File: src/rtl/hamming_serial_encoder.sv
// Hamming(7,4)+c0 nibble encoder with a one-deep holding register and an LSB-first serial shifter.
// Optional macro OVERALL_PARITY_EN makes c0 the even overall parity of c1..c7 (otherwise c0 = 0).
module hamming_serial_encoder #(
  parameter logic IDLE_LEVEL = 1'b0
) (
  input  logic       clk,
  input  logic       reset,
  input  logic [3:0] in_data,
  input  logic       in_valid,
  output logic       in_ready,
  input  logic       ser_en,
  output logic       ser_out,
  output logic       ser_valid,
  output logic       ser_sof,
  output logic       busy,
  output logic       dbg_state,
  output logic [2:0] dbg_bit_cnt
);

  // Handshake: a nibble is taken on a rising edge where in_valid && in_ready.
  // in_ready is low during reset and otherwise mirrors an empty holding register.

  typedef enum logic {
    IDLE  = 1'b0,
    SHIFT = 1'b1
  } state_t;

  state_t     state_q;
  logic [2:0] cnt_q;
  logic [7:0] shreg_q;
  logic [7:0] hold_q;
  logic       hold_full_q;
  logic       ser_out_q;
  logic       ser_valid_q;
  logic       ser_sof_q;
  logic       load;
  logic       accept;

  function automatic logic [7:0] encode(input logic [3:0] d);
    logic [7:0] c;
    c    = '0;
    c[1] = d[3];
    c[2] = d[2];
    c[3] = d[1];
    c[4] = d[0];
    c[5] = d[3] ^ d[1] ^ d[0];
    c[6] = d[3] ^ d[2] ^ d[1];
    c[7] = d[2] ^ d[1] ^ d[0];
`ifdef OVERALL_PARITY_EN
    c[0] = ^c[7:1];
`else
    c[0] = 1'b0;
`endif
    return c;
  endfunction

  // Accept and load are mutually exclusive: accept needs an empty holding
  // register, load needs a full one.
  assign accept = in_valid && !hold_full_q;
  assign load   = hold_full_q &&
                  ((state_q == IDLE) || (ser_en && (cnt_q == 3'd7)));

  always_ff @(posedge clk) begin
    if (reset) begin
      state_q     <= IDLE;
      cnt_q       <= 3'd0;
      shreg_q     <= 8'h00;
      hold_q      <= 8'h00;
      hold_full_q <= 1'b0;
      ser_out_q   <= IDLE_LEVEL;
      ser_valid_q <= 1'b0;
      ser_sof_q   <= 1'b0;
    end else begin
      if (accept) begin
        hold_q      <= encode(in_data);
        hold_full_q <= 1'b1;
      end
      if (load) begin
        shreg_q     <= hold_q;
        ser_out_q   <= hold_q[0];
        cnt_q       <= 3'd0;
        hold_full_q <= 1'b0;
        state_q     <= SHIFT;
        ser_valid_q <= 1'b1;
        ser_sof_q   <= 1'b1;
      end else if (state_q == SHIFT && ser_en) begin
        if (cnt_q == 3'd7) begin
          state_q     <= IDLE;
          ser_valid_q <= 1'b0;
          ser_sof_q   <= 1'b0;
          ser_out_q   <= IDLE_LEVEL;
        end else begin
          cnt_q     <= cnt_q + 3'd1;
          ser_out_q <= shreg_q[cnt_q + 3'd1];
          ser_sof_q <= 1'b0;
        end
      end
    end
  end

  assign in_ready    = !hold_full_q && !reset;
  assign ser_out     = ser_out_q;
  assign ser_valid   = ser_valid_q;
  assign ser_sof     = ser_sof_q;
  assign busy        = (state_q == SHIFT) || hold_full_q;
  assign dbg_state   = state_q;
  assign dbg_bit_cnt = cnt_q;

endmodule
File: config.mk
export PLATFORM = sky130hd
export DESIGN_NAME = hamming_serial_encoder
export DESIGN_NICKNAME = d
export VERILOG_FILES = /design/src/rtl/hamming_serial_encoder.sv
export SDC_FILE = /design/constraint.sdc
export NUM_CORES = 1
export LEC_CHECK = 0
export CAP_MARGIN = 25
export CORE_ASPECT_RATIO = 0.8
export CORE_MARGIN = 1.5
export CORE_UTILIZATION = 50
export CTS_BUF_LIST = sky130_fd_sc_hd__clkbuf_16
export DETAILED_ROUTE_END_ITERATION = 10
export GPL_ROUTABILITY_DRIVEN = 1
export HOLD_SLACK_MARGIN = 0.1
export PLACE_DENSITY = 0.81
export SETUP_SLACK_MARGIN = 0.15
export SLEW_MARGIN = 5
export SYNTH_ARGS = -nofsm -noshare
export SYNTH_HDL_FRONTEND = slang
export SYNTH_SLANG_ARGS = --single-unit
File: constraint.sdc
create_clock -name clk -period 2.1 [get_ports clk]
set_clock_uncertainty 0.05 [all_clocks]
set_input_delay 0.42 -clock clk [delete_from_list [all_inputs] [get_ports clk]]
set_output_delay 0.42 -clock clk [all_outputs]
set_load 0.005 [all_outputs]
==> Word level (Yosys, flattened, before mapping) <==
Index checks and enable logic that the tools add are counted.
{ "word_totals": {"output_inout_bits": 9, "reg_bits": 21} }
{ "op_classes": {"addsub": 1, "n_eq_ne": 1, "reduce_logical": 14, "n_bitwise": 8, "magnitude_cmp": 1, "n_mux": 10} }
{ "op_table": {"columns": ["op", "count"], "rows": [
  ["$mux W1", 9],
  ["$xor A1 B1 Y1", 6],
  ["$logic_and A1 B1 Y1", 5],
  ["$lt A3 B4 Y1 const B", 1],
  ["$reduce_and A2 Y1", 2],
  ["$reduce_bool A2 Y1", 2],
  ["$add A3 B1 Y3 const B", 1],
  ["$bmux W1 S3", 1],
  ["$eq A3 B3 Y1 const B", 1],
  ["$logic_not A1 Y1", 2],
  ["$logic_or A1 B1 Y1", 2],
  ["$not A1 Y1", 2],
  ["$reduce_or A2 Y1", 1]
]} }

==> Logic depth before layout (Yosys ltp) <==
Gate-level depths: netlist of the first run.
{ "depth": {"depth_word": 6, "depth_mapped": 6, "ltp_nobuf": 5} }

==> Worst setup path after synthesis of the first run <==
Ideal clock, no wire load.
{ "synth_timing": {"kind": "register to register", "startpoint": "register cnt_q[0] (netlist: dbg_bit_cnt[0])", "endpoint": "register ser_out_q (netlist: ser_out)", "path_stages_with_launch": 5, "arrival_ps": 1546, "slack_ps": 386, "period_less_slack_ps": 1714, "path_buffers": 0, "cell_sequence": "dfxtp_1 > ha_1 > mux4_2 > nand2b_1 > a32o_1"} }
{ "synth_via": {"elab_chain_cells": 6} }
{ "synth_rtl": {"columns": ["element", "line_no", "text"], "rows": [
  ["start, declared", "29", "logic [2:0] cnt_q;"],
  ["start signal, assigned", "93", "cnt_q <= cnt_q + 3'd1;"],
  ["$add A3 B1 Y3", "94", "ser_out_q <= shreg_q[cnt_q + 3'd1];"],
  ["$bmux W1 S3", "94", null],
  ["$mux W1 (implied by the code)", "94", null],
  ["$mux W1", "87", "if (cnt_q == 3'd7) begin"],
  ["$mux W1", "86", "end else if (state_q == SHIFT && ser_en) begin"],
  ["$mux W1", "78", "if (load) begin"],
  ["end signal, assigned", "80", "ser_out_q <= hold_q[0];"],
  ["end signal, assigned", "94", null],
  ["end, declared", "33", "logic ser_out_q;"]
]} }
Several ways; a longest one is shown, not always the timed one. The select of a mux whose other input is x is not followed.
A chain may end at the register's enable or synchronous reset.

==> Worst setup path in the final report of the first run <==
{ "layout_timing": {"startpoint": "input reset", "endpoint": "output in_ready"} }
{ "layout_via": {"elab_chain_cells": 2} }
{ "layout_rtl": {"columns": ["element", "line_no", "text"], "rows": [
  ["start, declared", "7", "input logic reset,"],
  ["$logic_not A1 Y1", "101", "assign in_ready = !hold_full_q && !reset;"],
  ["$logic_and A1 B1 Y1", "101", null],
  ["end, declared", "10", "output logic in_ready,"]
]} }
No other way between the ends.

==> results of run 1 <==
-- sequential cells by signal (all words and copies together), names as in the netlist --
register / cells
hold_q: 7
ser_sof: 1
dbg_bit_cnt: 3
hold_full_q: 1
shreg_q: 7
ser_out: 1
ser_valid: 1
-- per-layer routing --
| layer | vias to the layer above | wire length (µm) | track usage, % |
|---|---|---|---|
| met3 | 5 | 74 | 6.47 |
| met2 | 12 | 957 | 34.9 |
| met1 | 368 | 875 | 23.6 |
| met5 | - | 0 | 0 |
| li1 | 403 | - | - |
| met4 | 0 | 48 | 11.1 |
-- final timing paths --
path	start	end	slack, ps	depth (start not counted)
hold / removal	ser_sof$_SDFFE_PP0P_	ser_sof$_SDFFE_PP0P_	400	2
setup reg to reg	dbg_bit_cnt[0]$_SDFFE_PP0P_	ser_out$_SDFFE_PP0P_	310	4
setup / recovery	reset	in_ready	200	3
hold reg to reg	ser_sof$_SDFFE_PP0P_	ser_sof$_SDFFE_PP0P_	400	2
-- cell type report --
cell class,count,area share [%]
Inverter,1,0.311
Tap cell,22,2.28
Clock buffer,3,6.22
Multi-Input combinational cell,77,40.9
Clock inverter,1,0.311
Sequential cell,21,34.9
Timing Repair Buffer,19,15.1
-- synth_stat cells --
cell	n	area share, %
o21ai_0	8	4.3
mux4_2	1	2.4
clkbuf_1	4	1.6
nor2_1	4	1.6
nor3_1	4	2.1
nand2_1	17	6.8
buf_4	1	0.80
ha_1	2	2.7
a31oi_1	1	0.67
a32o_1	1	1.1
dfxtp_1	21	45
mux2i_1	3	3.2
nand3b_1	1	0.80
or2_2	1	0.67
xor3_1	3	7.6
a21oi_1	16	8.5
nand3_1	7	3.7
inv_1	1	0.40
a21bo_2	1	1.1
a21boi_1	1	0.80
and3b_1	1	0.93
nand2b_1	3	2.0
nor2b_1	1	0.67
xor2_1	1	0.93
-- critical path, stage by stage --
cell and delay, ps:
clkdlybuf4s50_1 430, nor2_1 90, clkdlybuf4s50_1 500
-- stage by stage --
stage | instances | worst slack, ps | util [%] | hold WS [ps] | cell area (µm²)
3_3_place_gp | 140 | 200 | 66.6 | 394 | 1130
5_1_grt | 144 | 158 | 71.3 | 429 | 1210
3_5_place_dp | 140 | 194 | 66.6 | 399 | 1130
6_report | 144 | 198 | 71.3 | 400 | 1210
4_1_cts | 144 | 185 | 71.3 | 406 | 1210
2_1_floorplan | 104 | 386 | - | 382 | 940
-- power by group through the flow --
stage          clock [µW]  sequential (µW)  combinational [µW]
2_1_floorplan           0              438                79.6
3_3_place_gp            0              439                 132
3_5_place_dp            0              440                 136
4_1_cts               397              432                 138
5_1_grt               419              434                 151
6_report              388              432                 137
-- layout by cell type, fill, tap and decap left out, types with 4 or more instances in the layout --
cell type / instances
clkdlybuf4s50_1: 16
nor3_1: 4
nand3_1: 7
o21ai_0: 8
a21oi_1: 16
nand2_1: 17
dfxtp_1: 21
nor2_1: 4
-- logic make-up after synthesis --
group | Yosys count | synth area share (%)
and+or+nand+nor | 39 | 19.3
AOI/OAI and AO/OA | 28 | 16.4
DFF | 21 | 44.7
buffers and inverters | 6 | 2.80
xor gates and xnor gates | 4 | 8.52
muxes | 4 | 5.59
adders and majority gates | 2 | 2.66
==> metrics.md, run 1 <==
| Metric | Value |
|---|---|
| CTS Buf Count | 3 |
| Critical path type | primary input to primary output |
| #FFs+latches synth | 21 |
| Clock share of power | 40.5% |
| Initial antenna violation count | 0 |
| Post-CTS Hold Buffers | 0 |
| Final Hold Viols | 0 |
| Post-Synthesis Cells | 104 |
| P&R area growth vs syn | 28.4% |
| Setup_tns | 0 ps |
| NetSw | 211 µW |
| Power Dens Cells | 793 nW/µm² |
| Synthesized Nets | 114 |
| Reg area | 420 µm² |
| Total vias in the final route | 788 |
| Fill cells | 135 |
| DR vias/cell | 5.47 |
| Antenna diodes | 0 |
| Sequential power share | 45.2% |
| Core area | 1690 µm² |
| Sw frac | 22.1% |
| RSZ-0062 raised after global routing | false |
| Root buffer cell | clkbuf_16 |
| Share of layout cells above drive strength 1 | 7.38% |
| Final Critical Period | 1900 ps |
| Input/output buffers | 16 |
| Period utilization | 90.6% |
| Top Ports | 17 |
| Clock buffer depth | 2 |
| Largest net degree at the start of global routing | 23 |
| Pins Over Slew Limit | 0 |
| Vias in the first global route | 760 |
| Final setup violation count | 0 |
| Die Ht | 41.8 µm |
| ANT nets after route | 0 |
| Critical path startpoint category | primary input |
| Multi-input logic area | 493 µm² |
| Nets | 133 |
| CTS tree | done |
| Syn_area_per_cell | 9.04 µm² |
| Rel. slew slack | 68.7% |
| Clk sinks | 21 |
| Post-CTS Setup Bufs | 0 |
| Status | completed |
| Die W | 51.5 µm |
| Yosys warns | 0 |
| Clk slew on worst S/H paths | 50 ps |
| Sequential share of the synthesized area | 44.7% |
| Worst-case vdd ir drop | 0.587 mV |
| Num rows | 13 |
| Max frequency | 526 MHz |
| Overall routing resource usage | 20.9% |
| Arrival time worst endpoint | 1430 ps |
| Unique masters post-synth | 24 |
| H-tree levels | 1 |
| Total power | 956 µW |
| Pleak | 0.000484 µW |
| Total Die Area | 2150 µm² |
| Worst-Margin Slew | 469 ps |
| Initial detailed-routing violation count | 4 |
| Remaining DRCs | 0 |
| Pint | 745 µW |
| Initial Utilization | 55.5% |
| # resized after CTS | 0 |
| Wirelength per Cell | 13.6 µm |
| Min-delay worst type | flop to flop |
| Crit path required time | 1630 ps |
| Cell Area, Synth | 940 µm² |
| Crit. End Element | primary output |
| Logic pwr share | 14.3% |
| Global placer's final weighted congestion | 0.802 |
| CP Max Fanout | 2 |
| Latest clock arrival within the worst-skew pair | 250 ps |
| Grt total ovfl | 0 |
| Number of max-cap violations | 0 |
| Final HPWL DP | 1420 µm |
| 1st-pass router iterations | 4 |
| First-pass GRT wire length | 3260 µm |
| Final WL | 1960 µm |
Power figures use the tool's default switching activity.
==> run 2: changes to the inputs <==
--- a/config.mk
+++ b/config.mk
@@ -19,3 +19,4 @@
 export SYNTH_ARGS = -nofsm -noshare
 export SYNTH_HDL_FRONTEND = slang
 export SYNTH_SLANG_ARGS = --single-unit
+export TNS_END_PERCENT = 20
==> results of run 2 <==
Final layout, timing and power as in run 1 (identical DEF).
==> run 3: changes to the inputs <==
--- a/config.mk
+++ b/config.mk
@@ -11,7 +11,7 @@
 export CORE_UTILIZATION = 50
 export CTS_BUF_LIST = sky130_fd_sc_hd__clkbuf_16
 export DETAILED_ROUTE_END_ITERATION = 10
-export GPL_ROUTABILITY_DRIVEN = 1
+export GPL_ROUTABILITY_DRIVEN = 0
 export HOLD_SLACK_MARGIN = 0.1
 export PLACE_DENSITY = 0.81
 export SETUP_SLACK_MARGIN = 0.15
==> results of run 3 <==
Final layout, timing and power as in run 1 (identical DEF).
